===== src/rtl/mem_bus_arbiter_pkg.sv =====
// Shared definitions for the two-master RAM / memory-mapped I/O arbiter.
package mem_bus_pkg;

    localparam int unsigned AW     = 9;
    localparam int unsigned DW     = 16;
    localparam int unsigned RAM_AW = 8;
    localparam int unsigned IO_W   = 8;

    localparam logic [1:0] MNONE  = 2'b00;
    localparam logic [1:0] MREAD  = 2'b01;
    localparam logic [1:0] MWRITE = 2'b10;

    localparam logic [1:0] ST_IDLE     = 2'b00;
    localparam logic [1:0] ST_ACCESS   = 2'b01;
    localparam logic [1:0] ST_COMPLETE = 2'b10;

    localparam logic [AW-1:0] LED_ADDR = 9'h100;
    localparam logic [AW-1:0] SW_ADDR  = 9'h140;

    typedef struct packed {
        logic [1:0]    cmd;
        logic [AW-1:0] addr;
        logic [DW-1:0] wdata;
    } bus_req_t;

    // Illegal command, or I/O-space access that is neither an LED write nor a switch read.
    function automatic logic is_bus_err(input bus_req_t r);
        logic bad_cmd;
        logic io_ok;
        bad_cmd = (r.cmd != MREAD) && (r.cmd != MWRITE);
        io_ok   = ((r.cmd == MWRITE) && (r.addr == LED_ADDR)) ||
                  ((r.cmd == MREAD)  && (r.addr == SW_ADDR));
        return bad_cmd || (r.addr[AW-1] && !io_ok);
    endfunction

endpackage


===== src/rtl/mem_bus_arbiter_if.sv =====
// Bus bundle between the two masters, the arbiter, the RAM and the LED/switch I/O.
interface mem_bus_arbiter_if;
    import mem_bus_pkg::*;

    logic              req0, req1;
    logic [1:0]        cmd0, cmd1;
    logic [AW-1:0]     addr0, addr1;
    logic [DW-1:0]     wdata0, wdata1;
    logic              done0, done1;
    logic [DW-1:0]     rdata;
    logic [RAM_AW-1:0] ram_addr;
    logic              ram_write;
    logic [DW-1:0]     ram_wdata;
    logic [DW-1:0]     ram_dout;
    logic [IO_W-1:0]   sw_in;
    logic              led_load;
    logic [IO_W-1:0]   led_data;
    logic              busy;
    logic              owner;
    logic              bus_err;

    modport slave (
        input  req0, req1, cmd0, cmd1, addr0, addr1, wdata0, wdata1, ram_dout, sw_in,
        output done0, done1, rdata, ram_addr, ram_write, ram_wdata,
               led_load, led_data, busy, owner, bus_err
    );

    modport master (
        output req0, req1, cmd0, cmd1, addr0, addr1, wdata0, wdata1, ram_dout, sw_in,
        input  done0, done1, rdata, ram_addr, ram_write, ram_wdata,
               led_load, led_data, busy, owner, bus_err
    );
endinterface


===== src/rtl/mem_bus_arbiter_rr_arb2.sv =====
// Two-input round-robin picker; the caller owns the "last granted" register.
module rr_arb2 (
    input  logic [1:0] req_i,
    input  logic [1:0] mask_i,
    input  logic       last_i,
    output logic       gnt_o,
    output logic       valid_o
);
    logic [1:0] eff_req;

    assign eff_req = req_i & ~mask_i;

    always_comb begin
        valid_o = |eff_req;
        case (eff_req)
            2'b01:   gnt_o = 1'b0;
            2'b10:   gnt_o = 1'b1;
            2'b11:   gnt_o = ~last_i;
            default: gnt_o = 1'b0;
        endcase
    end
endmodule


===== src/rtl/mem_bus_arbiter.sv =====
// Round-robin arbiter sharing the 256x16 RAM, LED register and switches between two masters.
module mem_bus_arbiter
    import mem_bus_pkg::*;
(
    input  logic               clk,
    input  logic               reset,
    mem_bus_arbiter_if.slave   bus
);
    logic [1:0]        state_q, state_d;
    logic              last_q, last_d;
    logic              owner_q, owner_d;
    bus_req_t          lat_q, lat_d;
    logic [RAM_AW-1:0] ram_addr_q, ram_addr_d;
    logic [DW-1:0]     ram_wdata_q, ram_wdata_d;
    logic              ram_write_q, ram_write_d;
    logic              led_load_q, led_load_d;
    logic [IO_W-1:0]   led_data_q, led_data_d;
    logic              done0_q, done0_d;
    logic              done1_q, done1_d;
    logic              bus_err_q, bus_err_d;
    logic              busy_q, busy_d;
    logic              rd_ram_q, rd_ram_d;
    logic              rd_sw_q, rd_sw_d;

    logic [1:0]        req_vec;
    logic [1:0]        arb_mask;
    logic              arb_gnt;
    logic              arb_valid;
    bus_req_t          cand;

    // MNONE is not a request; the finishing owner is masked so the other port goes next.
    assign req_vec  = {bus.req1 && (bus.cmd1 != MNONE), bus.req0 && (bus.cmd0 != MNONE)};
    assign arb_mask = (state_q == ST_COMPLETE) ? (owner_q ? 2'b10 : 2'b01) : 2'b00;
    assign cand     = arb_gnt ? {bus.cmd1, bus.addr1, bus.wdata1}
                              : {bus.cmd0, bus.addr0, bus.wdata0};

    rr_arb2 u_arb (
        .req_i   (req_vec),
        .mask_i  (arb_mask),
        .last_i  (last_q),
        .gnt_o   (arb_gnt),
        .valid_o (arb_valid)
    );

    // Next state; strobes are precomputed for the state being entered so they leave flops.
    always_comb begin
        state_d     = state_q;
        last_d      = last_q;
        owner_d     = owner_q;
        lat_d       = lat_q;
        ram_addr_d  = '0;
        ram_wdata_d = '0;
        ram_write_d = 1'b0;
        led_load_d  = 1'b0;
        led_data_d  = '0;
        done0_d     = 1'b0;
        done1_d     = 1'b0;
        bus_err_d   = 1'b0;
        rd_ram_d    = 1'b0;
        rd_sw_d     = 1'b0;

        case (state_q)
            ST_IDLE, ST_COMPLETE: begin
                if (arb_valid) begin
                    state_d = ST_ACCESS;
                    owner_d = arb_gnt;
                    last_d  = arb_gnt;
                    lat_d   = cand;
                end else begin
                    state_d = ST_IDLE;
                end
            end
            ST_ACCESS: begin
                state_d   = ST_COMPLETE;
                done0_d   = ~owner_q;
                done1_d   = owner_q;
                bus_err_d = is_bus_err(lat_q);
                rd_ram_d  = (lat_q.cmd == MREAD) && !lat_q.addr[AW-1];
                rd_sw_d   = (lat_q.cmd == MREAD) && (lat_q.addr == SW_ADDR);
            end
            default: state_d = ST_IDLE;
        endcase

        if (state_d == ST_ACCESS) begin
            ram_addr_d  = lat_d.addr[RAM_AW-1:0];
            ram_wdata_d = lat_d.wdata;
            ram_write_d = (lat_d.cmd == MWRITE) && !lat_d.addr[AW-1];
            led_load_d  = (lat_d.cmd == MWRITE) && (lat_d.addr == LED_ADDR);
            led_data_d  = lat_d.wdata[IO_W-1:0];
        end

        busy_d = (state_d != ST_IDLE);
    end

    always_ff @(posedge clk or posedge reset) begin
        if (reset) begin
            state_q     <= ST_IDLE;
            last_q      <= 1'b1;
            owner_q     <= 1'b0;
            lat_q       <= '0;
            ram_addr_q  <= '0;
            ram_wdata_q <= '0;
            ram_write_q <= 1'b0;
            led_load_q  <= 1'b0;
            led_data_q  <= '0;
            done0_q     <= 1'b0;
            done1_q     <= 1'b0;
            bus_err_q   <= 1'b0;
            busy_q      <= 1'b0;
            rd_ram_q    <= 1'b0;
            rd_sw_q     <= 1'b0;
        end else begin
            state_q     <= state_d;
            last_q      <= last_d;
            owner_q     <= owner_d;
            lat_q       <= lat_d;
            ram_addr_q  <= ram_addr_d;
            ram_wdata_q <= ram_wdata_d;
            ram_write_q <= ram_write_d;
            led_load_q  <= led_load_d;
            led_data_q  <= led_data_d;
            done0_q     <= done0_d;
            done1_q     <= done1_d;
            bus_err_q   <= bus_err_d;
            busy_q      <= busy_d;
            rd_ram_q    <= rd_ram_d;
            rd_sw_q     <= rd_sw_d;
        end
    end

    // RAM data only exists after the ACCESS edge, so the read mux sits after the flops.
    assign bus.rdata     = rd_ram_q ? bus.ram_dout : (rd_sw_q ? DW'(bus.sw_in) : '0);
    assign bus.ram_addr  = ram_addr_q;
    assign bus.ram_wdata = ram_wdata_q;
    assign bus.ram_write = ram_write_q;
    assign bus.led_load  = led_load_q;
    assign bus.led_data  = led_data_q;
    assign bus.done0     = done0_q;
    assign bus.done1     = done1_q;
    assign bus.bus_err   = bus_err_q;
    assign bus.busy      = busy_q;
    assign bus.owner     = owner_q;
endmodule

===== src/flat_wrapper.sv =====
// flat-port wrapper written by rule: the top's interface ports become plain ports
module mem_bus_arbiter_flat import mem_bus_pkg::*;
  (clk, reset, bus_req0, bus_req1, bus_cmd0, bus_cmd1, bus_addr0, bus_addr1, bus_wdata0, bus_wdata1, bus_ram_dout, bus_sw_in, bus_done0, bus_done1, bus_rdata, bus_ram_addr, bus_ram_write, bus_ram_wdata, bus_led_load, bus_led_data, bus_busy, bus_owner, bus_bus_err);
  mem_bus_arbiter_if bus_i ();
  input  logic clk;
  input  logic reset;
  input wire logic [$bits(bus_i.req0)-1:0] bus_req0;
  input wire logic [$bits(bus_i.req1)-1:0] bus_req1;
  input wire logic [$bits(bus_i.cmd0)-1:0] bus_cmd0;
  input wire logic [$bits(bus_i.cmd1)-1:0] bus_cmd1;
  input wire logic [$bits(bus_i.addr0)-1:0] bus_addr0;
  input wire logic [$bits(bus_i.addr1)-1:0] bus_addr1;
  input wire logic [$bits(bus_i.wdata0)-1:0] bus_wdata0;
  input wire logic [$bits(bus_i.wdata1)-1:0] bus_wdata1;
  input wire logic [$bits(bus_i.ram_dout)-1:0] bus_ram_dout;
  input wire logic [$bits(bus_i.sw_in)-1:0] bus_sw_in;
  output wire logic [$bits(bus_i.done0)-1:0] bus_done0;
  output wire logic [$bits(bus_i.done1)-1:0] bus_done1;
  output wire logic [$bits(bus_i.rdata)-1:0] bus_rdata;
  output wire logic [$bits(bus_i.ram_addr)-1:0] bus_ram_addr;
  output wire logic [$bits(bus_i.ram_write)-1:0] bus_ram_write;
  output wire logic [$bits(bus_i.ram_wdata)-1:0] bus_ram_wdata;
  output wire logic [$bits(bus_i.led_load)-1:0] bus_led_load;
  output wire logic [$bits(bus_i.led_data)-1:0] bus_led_data;
  output wire logic [$bits(bus_i.busy)-1:0] bus_busy;
  output wire logic [$bits(bus_i.owner)-1:0] bus_owner;
  output wire logic [$bits(bus_i.bus_err)-1:0] bus_bus_err;
  assign bus_i.req0 = bus_req0;
  assign bus_i.req1 = bus_req1;
  assign bus_i.cmd0 = bus_cmd0;
  assign bus_i.cmd1 = bus_cmd1;
  assign bus_i.addr0 = bus_addr0;
  assign bus_i.addr1 = bus_addr1;
  assign bus_i.wdata0 = bus_wdata0;
  assign bus_i.wdata1 = bus_wdata1;
  assign bus_i.ram_dout = bus_ram_dout;
  assign bus_i.sw_in = bus_sw_in;
  assign bus_done0 = bus_i.done0;
  assign bus_done1 = bus_i.done1;
  assign bus_rdata = bus_i.rdata;
  assign bus_ram_addr = bus_i.ram_addr;
  assign bus_ram_write = bus_i.ram_write;
  assign bus_ram_wdata = bus_i.ram_wdata;
  assign bus_led_load = bus_i.led_load;
  assign bus_led_data = bus_i.led_data;
  assign bus_busy = bus_i.busy;
  assign bus_owner = bus_i.owner;
  assign bus_bus_err = bus_i.bus_err;
  mem_bus_arbiter u_core (.clk(clk), .reset(reset), .bus(bus_i));
endmodule

===== config.mk =====
export PLATFORM = sky130hd
export DESIGN_NAME = mem_bus_arbiter_flat
export DESIGN_NICKNAME = d
export VERILOG_FILES = /design/src/rtl/mem_bus_arbiter_pkg.sv /design/src/rtl/mem_bus_arbiter_if.sv /design/src/rtl/mem_bus_arbiter_rr_arb2.sv /design/src/rtl/mem_bus_arbiter.sv /design/src/flat_wrapper.sv
export SDC_FILE = /design/constraint.sdc
export NUM_CORES = 1
export LEC_CHECK = 0
export BUFFER_PORTS_ARGS = -buffer_cell sky130_fd_sc_hd__buf_2
export CAP_MARGIN = 5
export CORE_UTILIZATION = 25
export CTS_CLUSTER_DIAMETER = 100
export DETAILED_ROUTE_END_ITERATION = 8
export PLACE_DENSITY = 0.63
export SLEW_MARGIN = 10
export SYNTH_ARGS = -nofsm -noshare
export SYNTH_HDL_FRONTEND = slang
export SYNTH_HIERARCHICAL = 1
export SYNTH_SLANG_ARGS = --single-unit

===== constraint.sdc =====
create_clock -name clk -period 2.3 [get_ports clk]
set_input_delay 0.46 -clock clk [delete_from_list [all_inputs] [get_ports clk]]
set_output_delay 0.46 -clock clk [all_outputs]
set_load 0.1 [all_outputs]

=== Word-level counts from Yosys, hierarchy flattened ===
Cells that the tools add are included.

* Output and inout port bits: 55
* Input port bits: 82
* Flip-flop bits (word level): 71
* Logic and storage cells: 75

* Equal/unequal tests: 13
* Bitwise logic cells: 4
* Reduce and logical (&&, ||, !) cells: 21
* Multiplexer cells: 20

{| class="wikitable"
|+ Operators by type and width
! kind !! number
|-
| $mux 27 || 3
|-
| $mux 16 || 2
|-
| $eq 9x9->1 const B || 3
|-
| $mux 8 || 3
|-
| $eq 2x2->1 const B || 5
|-
| $logic_and 1x1->1 || 9
|-
| $mux 1 || 8
|-
| $eq 2x1->1 const B || 3
|-
| $reduce_bool 2->1 || 3
|-
| $mux 2 || 2
|-
| $pmux 2 s2 || 1
|-
| $reduce_or 2->1 || 2
|-
| $logic_not 1->1 || 3
|-
| $and 2x2->2 || 1
|-
| $logic_not 2->1 || 1
|-
| $logic_or 1x1->1 || 2
|-
| $ne 2x1->1 const B || 1
|-
| $ne 2x2->1 const B || 1
|-
| $not 1->1 || 2
|-
| $not 2->2 || 1
|-
| $pmux 1 s2 || 1
|-
| $reduce_and 2->1 || 1
|}

=== Logic depth before layout (Yosys ltp) ===
Gate-level depths: netlist of the first run.

* Depth after elaboration: 12
* Depth in mapped cells: 9
* Mapped depth without buffers: 8

=== Hierarchy ===
Netlist of the first run, hierarchy kept.

{| class="wikitable"
|+ By module, submodules not included
! module !! sequential area each (um^2) !! area an instance (um^2) !! cells an instance !! times used
|-
| mem_bus_arbiter || 1,177.4 || 2,168.3 || 198 || 1
|-
| rr_arb2 || 0.0 || 38.8 || 5 || 1
|}

=== Least setup slack after synthesis of the first run ===
No wires, ideal clock.

* Path kind: reg2out
* From: register u_core.rd_ram_q
* To: output port bus_rdata[7]
* Data arrival time: 2,819 ps
* Stages on the path, launching flop included: 4
* Required time: 1,840 ps
* Path buffers: 2
* Path slack: -979 ps
* Cell sequence: dfrtp_1 > clkbuf_1 > clkbuf_1 > o21ai_0

* Word-level cells in the longest chain between the ends: 1

{| class="wikitable"
|+ RTL lines
! element !! line !! text
|-
| start, declared || mem_bus_arbiter.sv:22 || <nowiki>logic rd_ram_q, rd_ram_d;</nowiki>
|-
| start signal, assigned || mem_bus_arbiter.sv:126 || <nowiki>rd_ram_q <= rd_ram_d;</nowiki>
|-
| $mux 16 || mem_bus_arbiter.sv:132 || <nowiki>assign bus.rdata = rd_ram_q ? bus.ram_dout : (rd_sw_q ? DW'(bus.sw_in) : '0);</nowiki>
|-
| end, declared || flat_wrapper.sv:19 || <nowiki>output wire logic [$bits(bus_i.rdata)-1:0] bus_rdata;</nowiki>
|}

Every way passes these cells.

=== Worst setup path in the final report of the first run ===
* From: register u_core.owner_q (netlist: u_core/bus.owner)
* To: register u_core.led_load_q (netlist: u_core/bus.led_load)

* Word-level cells in the longest chain between the ends: 12
* Elaborated cells between the ends (all ways): 18
* Classes of those cells: eq/ne (5); mux (9); bitwise (2); reduce/logical (2)

{| class="wikitable"
|+ RTL lines
! element !! line !! text
|-
| start, declared || mem_bus_arbiter.sv:11 || <nowiki>logic owner_q, owner_d;</nowiki>
|-
| start signal, assigned || mem_bus_arbiter.sv:115 || <nowiki>owner_q <= owner_d;</nowiki>
|-
| $mux 2 (*) (2 in series) || mem_bus_arbiter.sv:33 || <nowiki>assign arb_mask = (state_q == ST_COMPLETE) ? (owner_q ? 2'b10 : 2'b01) : 2'b00;</nowiki>
|-
| named net u_core.arb_mask[1] || mem_bus_arbiter.sv:26 || <nowiki>logic [1:0] arb_mask;</nowiki>
|-
| $not 2->2 (*) || mem_bus_arbiter_rr_arb2.sv:11 || <nowiki>assign eff_req = req_i & ~mask_i;</nowiki>
|-
| $and 2x2->2 (*) || mem_bus_arbiter_rr_arb2.sv:11 ||
|-
| $eq 2x2->1 || mem_bus_arbiter_rr_arb2.sv:15 || <nowiki>case (eff_req)</nowiki>
|-
| $pmux 1 s2 (*) || mem_bus_arbiter_rr_arb2.sv:15 ||
|-
| named net u_core.arb_gnt || mem_bus_arbiter.sv:27 || <nowiki>logic arb_gnt;</nowiki>
|-
| $mux 27 (*) || mem_bus_arbiter.sv:34 || <nowiki>assign cand = arb_gnt ? {bus.cmd1, bus.addr1, bus.wdata1}</nowiki>
|-
| $mux 27 (*) || mem_bus_arbiter.sv:64 || <nowiki>if (arb_valid) begin</nowiki>
|-
| $mux 27 (*) || mem_bus_arbiter.sv:62 || <nowiki>case (state_q)</nowiki>
|-
| $eq 9x9->1 / $eq 2x2->1 (equally long branches) || mem_bus_arbiter.sv:88 || <nowiki>led_load_d = (lat_d.cmd == MWRITE) && (lat_d.addr == LED_ADDR);</nowiki>
|-
| $logic_and 1x1->1 (*) || mem_bus_arbiter.sv:88 ||
|-
| $mux 1 (*) || mem_bus_arbiter.sv:84 || <nowiki>if (state_d == ST_ACCESS) begin</nowiki>
|-
| named net u_core.led_load_d || mem_bus_arbiter.sv:16 || <nowiki>logic led_load_q, led_load_d;</nowiki>
|-
| end signal, assigned || mem_bus_arbiter.sv:120 || <nowiki>led_load_q <= led_load_d;</nowiki>
|-
| end, declared || mem_bus_arbiter.sv:16 ||
|}

Mark *: on every way through the listed nets, which the timed path passes. The rest lies on a longest branch.
A chain may end at the register's enable or synchronous reset.

==> impl_metrics.toml, run 1 <==
[critical_path]
cp-start-kind = "flip-flop"
critPathRequiredTime_ns = 2.51
crit_fanout = 9
critical_path_class = "reg -> reg"
cp.arrival_ns = 2.38
worst_setup_path_end_kind = "flip-flop"

[pwr]
pwr-share-comb_pct = 48.9
power.leakage_nw = 1.763
seqPwrFrac_pct = 31.4
worst_ir_drop_vdd_mv = 0.2780
p_sw_share_pct = 49.37
powerDensity_nw_per_um2 = 1155
clkPwrFrac_pct = 19.7
internal_power_w = 0.001837
p_sw_w = 0.001791

[clocking]
cts_buffer_depth = 2
clk_latency_ns = 0.30
clkSinkCount = 47
clkSlewWorstSetupHoldPaths_ns = 0.09
cts_tree = "done"
clockRootBuffer = "clkbuf_8"
ctsHtreeMaxLevel = 2
cts_buffers = 5

[floorplan]
ios = 137
row_count = 33
die_area_um2 = 9208
initial_core_util_pct = 26.33
die_w_um = 95.96
die_y_um = 95.96
core_um2 = 8382

[yosys]
synth.most_common_cell = "dfrtp_1"
yosys-top-cells-area = "dfrtp_1, mux2i_1, nor2_1"
syn-cell-area_um2 = 2207
yosys.area.top_type_share_pct = 52.15
synth_seq_cells = 47
yosysTopAreaCell = "dfrtp_1"
synth_seq_area_share_pct = 53.34
synthArstFlopShare_pct = 100.0
synthFlopType = "dfrtp_1"
synth_nets = 287
synth-edff-count = 0
yosys-top-cells-count = "dfrtp_1, nor2_1, mux2i_1"
yosysWarnings = 6
syn_area_per_cell_um2 = 10.87
synth.distinct_cells = 37
netlist_instances = 203

[route]
viasPerCell = 4.420
wirelength_um = 5959
initialDrtViolationCount = 70
drc = 0
firstDrtPassIters = 4
ant_nets = 0
post_drt_wl_per_cell_um = 13.54
via_count = 1945

[cells_and_area]
antenna_cells = 0
fillers = 862
multi_input_area_um2 = 878.3
fin_nets = 418
drive_gt1_share_pct = 48.36
seq_area_um2 = 1179
area_growth_pct = 42.35
fin_util_pct = 37.48

[sta]
hold_violations = 0
fmax_mhz = 462.7
relSlewSlack_pct = 60.67
slew_viol_final = 0
timing.final.crit_share_pct = 93.96
rsz0062_at_grt = "false"
skew_ns = 0.006552
setup_viol = 0
period_needed_ns = 2.161
worst_pin_slew_ns = 0.5891
fin_ws_ns = 0.1389

[global_routing]
grt_max_degree = 33
grt_overflow = 0
antenna_found_initial = 0
grt_usage_pct = 12.52
grt_pass1_wl_um = 8300
grt_pass1_vias = 1746

[placement]
post-place-ws_ns = -0.03846
hpwl_um = 4774
gp_congestion = 0.7919
port_buffers = 136

[worst_hold_path]
hp-class = "in -> async"

[flow_run]
maxCapViolCount = 0

[status]
run_status = "complete, no violations"
-- sequential cells by signal, indices dropped and copies added (netlist names), 2 cells and up --
signal,cells
u_core/state_q,2
u_core/bus.ram_addr,8
u_core/bus.led_data,7
u_core/bus.ram_wdata,9
u_core/lat_q,11
-- logic make-up (layout without fill, tap and decap cells) --
family | count (synthesis) | count (layout) | share of synthesized area, %
AOI/OAI and AO/OA | 26 | 26 | 8.956
adders and majority gates | 2 | 2 | 1.134
buffers and inverters | 30 | 162 | 7.483
DFF | 47 | 47 | 53.34
muxes | 29 | 29 | 13.55
and+or+nand+nor | 69 | 69 | 15.53
-- placed cells by master, fill, tap and decap left out, types with 3 or more instances in the layout --
cell type / instances
a21o_1: 6
a22o_1: 7
and2_1: 10
buf_12: 3
buf_2: 134
buf_4: 7
clkbuf_8: 5
dfrtp_1: 45
inv_1: 8
mux2i_1: 27
nand2_1: 14
nor2_1: 30
o21ai_1: 4
-- routing by layer --
metal | routed length, um | GRT usage [%]
met5 | 0 | 0
met4 | 61 | 3.731
met3 | 468 | 3.791
met2 | 2989 | 22.50
met1 | 2440 | 14.22
-- power by group through the flow --
stage	clock network (W)	registers, W	logic, W
2_1_floorplan	0	0.00185	0.000764
3_3_place_gp	0	0.00115	0.00176
3_5_place_dp	0	0.00116	0.00177
4_1_cts	0.000741	0.00114	0.00179
5_1_grt	0.000777	0.00116	0.00187
6_report	0.000715	0.00114	0.00178
-- final cells by class --
cell class                 instances  share of cell area [%]
sequential                        47                   37.51
multi-input combinational        126                   27.96
timing repair buffer             144                   24.93
tap                              105                   4.182
clock buffer                       6                   2.310
clock inverter                     2                   1.912
inverter                          10                   1.195
-- critical path, cell delays in order (launching register included) --
cell,delay [ns]
dfrtp_2,0.44
and3b_1,0.19
nand2b_4,0.15
a31oi_4,0.17
buf_12,0.16
buf_4,0.13
mux2i_1,0.20
nor2_1,0.09
a2111o_1,0.41
nor4_2,0.14
-- repair_timing --
item	CTS	global route
setup buffers	1	0
gates resized for setup	0	1
hold buffers	0	0
gates cloned	0	0
pin swaps	1	0
endpoints found under the setup margin	1	1
-- worst paths after layout --
path | from | endpoint | slack [ns] | depth (start not counted)
min reg2reg | u_core/last_q | u_core/last_q | 0.48 | 2
min | reset | u_core/state_q[0] | 0.22 | 2
max | u_core/bus.owner | u_core/bus.led_load | 0.14 | 9
min in group clk | bus_wdata0[11] | u_core/bus.ram_wdata[11] | 0.40 | 3
max in group asynchronous | reset | u_core/bus.ram_addr[2] | 1.40 | 3
max reg2reg | u_core/bus.owner | u_core/bus.led_load | 0.14 | 9
-- metrics by stage --
stage                     std cells  hold slack (ns)  area (um^2)  setup TNS, ns  total power (W)
after CTS                       440           0.2440         3137              0         0.003666
after detailed placement        431           0.4729         2984       -0.03846         0.002926
final                           440           0.2153         3142              0         0.003628
after floorplan                 203           0.4377         2208        -0.2198         0.002609
after global placement          431           0.4666         2984              0         0.002908
after global routing            440           0.2611         3142              0         0.003805
No activity file was read; power rests on OpenSTA's default activity.
==> inputs of run 2 (changes only) <==
ABC_AREA = 1   (was unset)
PLACE_DENSITY = 0.62   (was 0.63)
==> run 2 against run 1 <==
Against the previous run:
- total power grew 0.72%
- synthesized cell count grew 44%
- clock skew shrank 0.0033 ns
- fmax grew 1.9%
- the run now ends with design-rule violations left
- largest cell class unchanged
- critical endpoint is now bus_rdata[3]
- worst hold slack gained 0.080 ns
- routed wire length shrank 1.7%
- die area grew 3.8%
- cell area shrank 1.3%
- final cell count grew 20%
==> impl_metrics.toml, run 2 <==
[status]
run_status = "complete, but fails checks"
violations = "design-rule violations"

[clocking]
clkSinkCount = 47
cts_buffer_depth = 2
clk_latency_ns = 0.30
clockRootBuffer = "clkbuf_8"
ctsHtreeMaxLevel = 2
cts_tree = "done"
clkSlewWorstSetupHoldPaths_ns = 0.08
cts_buffers = 5

[pwr]
pwr-share-comb_pct = 55.5
internal_power_w = 0.001596
seqPwrFrac_pct = 31.4
power.leakage_nw = 1.927
p_sw_share_pct = 56.33
clkPwrFrac_pct = 13.1
p_sw_w = 0.002058
powerDensity_nw_per_um2 = 1178
worst_ir_drop_vdd_mv = 0.3512

[route]
wirelength_um = 5857
top_layer = "met4"
drc = 24
initialDrtViolationCount = 95
post_drt_wl_per_cell_um = 11.09
wl_met3_um = 419
wl_met1_um = 2579
wl_met2_um = 2769
ant_nets = 0
firstDrtPassIters = 6
via_count = 2228
viasPerCell = 4.220

[floorplan]
row_count = 34
initial_core_util_pct = 26.03
die_area_um2 = 9556
die_y_um = 97.76
core_um2 = 8806
ios = 137
die_w_um = 97.76

[cells_and_area]
design_area_um2 = 3102
regMostFlops = "u_core/lat_q"
final_common_cell = "buf_2"
fin_nets = 503
layout.cells.non_filler = 528
fillers = 944
largest_reg_flops = 11
area_growth_pct = 35.32
antenna_cells = 0
drive_gt1_share_pct = 37.62
layout_common_cells = "buf_2, nand2_1, nor2_1"

[global_routing]
grt_usage_pct = 12.68
antenna_found_initial = 0
grt_overflow = 0
grt_pass1_wl_um = 9722
grt_pass1_vias = 2172
grt_max_degree = 48

[placement]
gp_congestion = 0.7365
post-place-ws_ns = 0.2044
hpwl_um = 4570
port_buffers = 136
dp.cells = 520
placement.cell_area_um2 = 3000

[sta]
skew_ns = 0.003253
fin_ws_ns = 0.1792
timing.final.crit_share_pct = 92.21
rsz0062_at_grt = "false"
slew_viol_final = 0
worst_pin_slew_ns = 0.5908
relSlewSlack_pct = 60.61
timing.setup.tns_ns = 0
setup_viol = 0
hold_violations = 0
fmax_mhz = 471.5
period_needed_ns = 2.121

[yosys]
synth-edff-count = 0
synth_seq_area_share_pct = 51.36
synth_nets = 376
yosys-top-cells-count = "nand2_1, inv_1, nor2_1"
syn-cell-area_um2 = 2292
yosys.area.top_type_share_pct = 50.22
synth.distinct_cells = 25
yosysTopAreaCell = "dfrtp_1"
synthArstFlopShare_pct = 100.0
yosysWarnings = 6
netlist_instances = 292
syn_area_per_cell_um2 = 7.850
synth_seq_cells = 47
synthFlopType = "dfrtp_1"
synth.most_common_cell = "nand2_1"
yosys-top-cells-area = "dfrtp_1, nand2_1, inv_1"

[flow_run]
maxCapViolCount = 0

[critical_path]
r2r_start = "u_core/bus.owner"
crit_fanout = 17
reg2reg_to = "u_core/bus.led_load"
worst-r2r-setup-slack_ns = 0.34
critical_path_class = "reg -> out"
cp-start-kind = "flip-flop"
critPathRequiredTime_ns = 1.84
cp.arrival_ns = 1.66
ff2ff_path_depth = 10
worst_setup_path_end_kind = "output port"

[worst_hold_path]
hp-class = "in -> async"
## run 2: per-layer routing
layer  vias up  global-route usage [%]
met5         -                       0
met2        88                   22.48
met4         0                   3.846
met1      1012                   15.33
met3         7                   2.863
li1       1121                       -
## run 2: power by group through the flow
stage / registers, W / logic (W) / clock network [W]
6_report: 0.00115 / 0.00203 / 0.000480
5_1_grt: 0.00117 / 0.00216 / 0.000538
3_3_place_gp: 0.00116 / 0.00202 / 0
2_1_floorplan: 0.00194 / 0.000926 / 0
3_5_place_dp: 0.00116 / 0.00203 / 0
4_1_cts: 0.00115 / 0.00204 / 0.000503
## run 2: critical path, stage by stage (launching register included)
cell and delay (ns):
dfrtp_1 0.65, inv_1 0.26, nand3_1 0.13, nand2_1 0.05
clkbuf_4 0.27
## run 2: timing repair
action,in CTS,in global routing
hold endpoints to repair,0,0
endpoints found under the setup margin,0,8
gates resized for setup,0,8
setup buffers,0,0
hold buffers,0,0
## run 2: worst max path at each step
stage	start	endpoint	slack, ns	cells after the start
4_1_cts	u_core/rd_ram_q	bus_rdata[3]	0.09	4
3_3_place_gp	bus_cmd1[0]	u_core/bus.led_load	0.24	11
5_1_grt	u_core/rd_ram_q	bus_rdata[3]	0.05	4
6_report	u_core/rd_ram_q	bus_rdata[3]	0.18	4
3_5_place_dp	bus_cmd1[0]	u_core/bus.led_load	0.20	11
2_1_floorplan	u_core/bus.owner	u_core/bus.led_load	0.06	11
## run 2: cells by family (layout without fill, tap and decap cells)
group           count (synthesis)  count (layout)  share of synthesized area, %
compound gates                 29              29                         6.768
fa+ha+maj                       2               2                         1.092
buf+inv                        70             198                         14.36
flops                          47              47                         51.36
simple gates                  144             144                         26.42
## run 2: stage by stage
step	total power (W)	util, %	hold slack [ns]
final	0.003654	35.22	0.2950
after global routing	0.003869	35.22	0.3529
after CTS	0.003688	35.00	0.3255
after detailed placement	0.003195	34.07	0.4599
after global placement	0.003179	34.07	0.4571
after floorplan	0.002867	-	0.4259
## run 2: layout make-up
| cell class | instances | area [um^2] | share of cell area [%] |
|---|---|---|---|
| multi-input combinational | 175 | 785.8 | 25.33 |
| clock buffer | 7 | 76.32 | 2.461 |
| timing repair buffer | 141 | 738.2 | 23.80 |
| inverter | 49 | 183.9 | 5.930 |
| sequential | 47 | 1177 | 37.96 |
| tap | 108 | 135.1 | 4.357 |
| clock inverter | 1 | 5.005 | 0.1614 |
==> inputs of run 3 (changes only) <==
clock period = 2.4 ns   (was 2.3 ns; I/O delays follow)
==> run 3 against run 2 <==
Against the previous run:
- largest cell class unchanged
- the run still ends with design-rule violations left
- core utilization grew 0.30 points
- worst hold slack lost 0.20 ns
- die area is the same
==> impl_metrics.toml, run 3 (synthesis gave the netlist of run 2 again) <==
[route]
via_count = 2269
drc = 24
viasPerCell = 4.289
ant_nets = 0
wirelength_um = 6229
post_drt_wl_per_cell_um = 11.78
initialDrtViolationCount = 105
firstDrtPassIters = 6

[pwr]
clkPwrFrac_pct = 16.5
seqPwrFrac_pct = 30.1
powerDensity_nw_per_um2 = 1169
power.leakage_nw = 1.956
worst_ir_drop_vdd_mv = 0.4462
internal_power_w = 0.001657
p_sw_share_pct = 54.70
pwr-share-comb_pct = 53.4
p_sw_w = 0.002001

[critical_path]
worst_setup_path_end_kind = "output port"
worst-r2r-setup-slack_ns = 0.35
cp.arrival_ns = 1.76
r2r_start = "u_core/bus.owner"
ff2ff_path_depth = 10
critPathLaunch = "u_core/rd_ram_q"
reg2reg_to = "u_core/bus.led_load"
cp-start-kind = "flip-flop"
critical_path_class = "reg -> out"
critPathRequiredTime_ns = 1.92
crit_fanout = 17

[global_routing]
antenna_found_initial = 0
grt_max_degree = 23
grt_overflow = 0
grt_usage_pct = 13.75
grt_pass1_vias = 2270
grt_pass1_wl_um = 10480

[cells_and_area]
layout.cells.non_filler = 529
drive_gt1_share_pct = 38.24
final_common_cell = "buf_2"
antenna_cells = 0
fin_util_pct = 35.52
fin_nets = 504
area_growth_pct = 36.46
layout_common_cells = "buf_2, nand2_1, nor2_1"
largest_reg_flops = 11
regMostFlops = "u_core/lat_q"
design_area_um2 = 3128

[sta]
slew_viol_final = 0
worst_pin_slew_ns = 0.5090
timing.final.crit_share_pct = 93.41
period_needed_ns = 2.242
setup_viol = 0
rsz0062_at_grt = "false"
skew_ns = 0.007892
relSlewSlack_pct = 66.30
fmax_mhz = 446.1
hold_violations = 0
timing.setup.tns_ns = 0

[clocking]
cts_setup_buffers = 0
clkSlewWorstSetupHoldPaths_ns = 0.09
clkSinkCount = 47
cts_resized = 0
ctsHtreeMaxLevel = 2
clk_latency_ns = 0.30
hold_buffers = 0
cts_buffer_depth = 2
cts_tree = "done"
cts_buffers = 5
clockRootBuffer = "clkbuf_8"

[floorplan]
initial_core_util_pct = 26.03
ios = 137
die_area_um2 = 9556
die_w_um = 97.76
row_count = 34
die_y_um = 97.76
core_um2 = 8806

[placement]
placement.cell_area_um2 = 3008
dp.cells = 521
hpwl_um = 4929
gp_congestion = 0.8572
port_buffers = 136

[status]
run_status = "complete, but fails checks"
violations = "design-rule violations"

[flow_run]
maxCapViolCount = 0

[worst_hold_path]
hp-class = "in -> async"
-- run 3: how the worst max path moves through the flow --
| stage | end | slack [ns] | depth (start not counted) |
|---|---|---|---|
| floorplan | u_core/bus.led_load | 0.16 | 11 |
| global placement | u_core/bus.led_load | 0.35 | 11 |
| detailed placement | u_core/bus.led_load | 0.27 | 11 |
| CTS | bus_rdata[6] | 0.14 | 4 |
| global route | bus_rdata[0] | 0.004 | 4 |
| finish | bus_rdata[6] | 0.16 | 4 |
-- run 3: final cells by class --
| class | instances | area [um^2] |
|---|---|---|
| Timing Repair Buffer | 142 | 728.2 |
| Tap cell | 108 | 135.1 |
| Clock inverter | 2 | 35.03 |
| Sequential cell | 47 | 1177 |
| Fill cell | 922 | 5678 |
| Multi-Input combinational cell | 175 | 785.8 |
| Inverter | 49 | 183.9 |
| Clock buffer | 6 | 82.58 |
-- run 3: critical path, stage by stage, from the launching register on --
cell     delay [ns]
dfrtp_1        0.57
inv_1          0.29
nand3_1        0.11
nand2_1        0.07
buf_2          0.42
-- run 3: layer usage --
layer | vias up | routed length, um | GRT usage, %
met5 | - | 0 | 0
met4 | 0 | 99 | 4.429
met3 | 8 | 451 | 2.935
met2 | 102 | 2950 | 23.46
met1 | 1033 | 2727 | 17.40
li1 | 1126 | - | -
-- run 3: metrics by stage --
step,power (W),setup slack (ns),hold slack (ns)
finish,0.003658,0.1582,0.09146
detailed placement,0.003072,0.2672,0.4283
CTS,0.003691,0.1408,0.09662
global route,0.003854,0.004083,0.1048
global placement,0.003057,0.3519,0.4259
floorplan,0.002748,0.1587,0.4259
-- run 3: power groups by stage --
stage	Sequential [W]	Clock [W]	Combinational (W)
final	0.00110	0.000604	0.00195
after detailed placement	0.00112	0	0.00195
after CTS	0.00110	0.000627	0.00196
after floorplan	0.00186	0	0.000888
after global placement	0.00111	0	0.00194
after global routing	0.00113	0.000659	0.00207
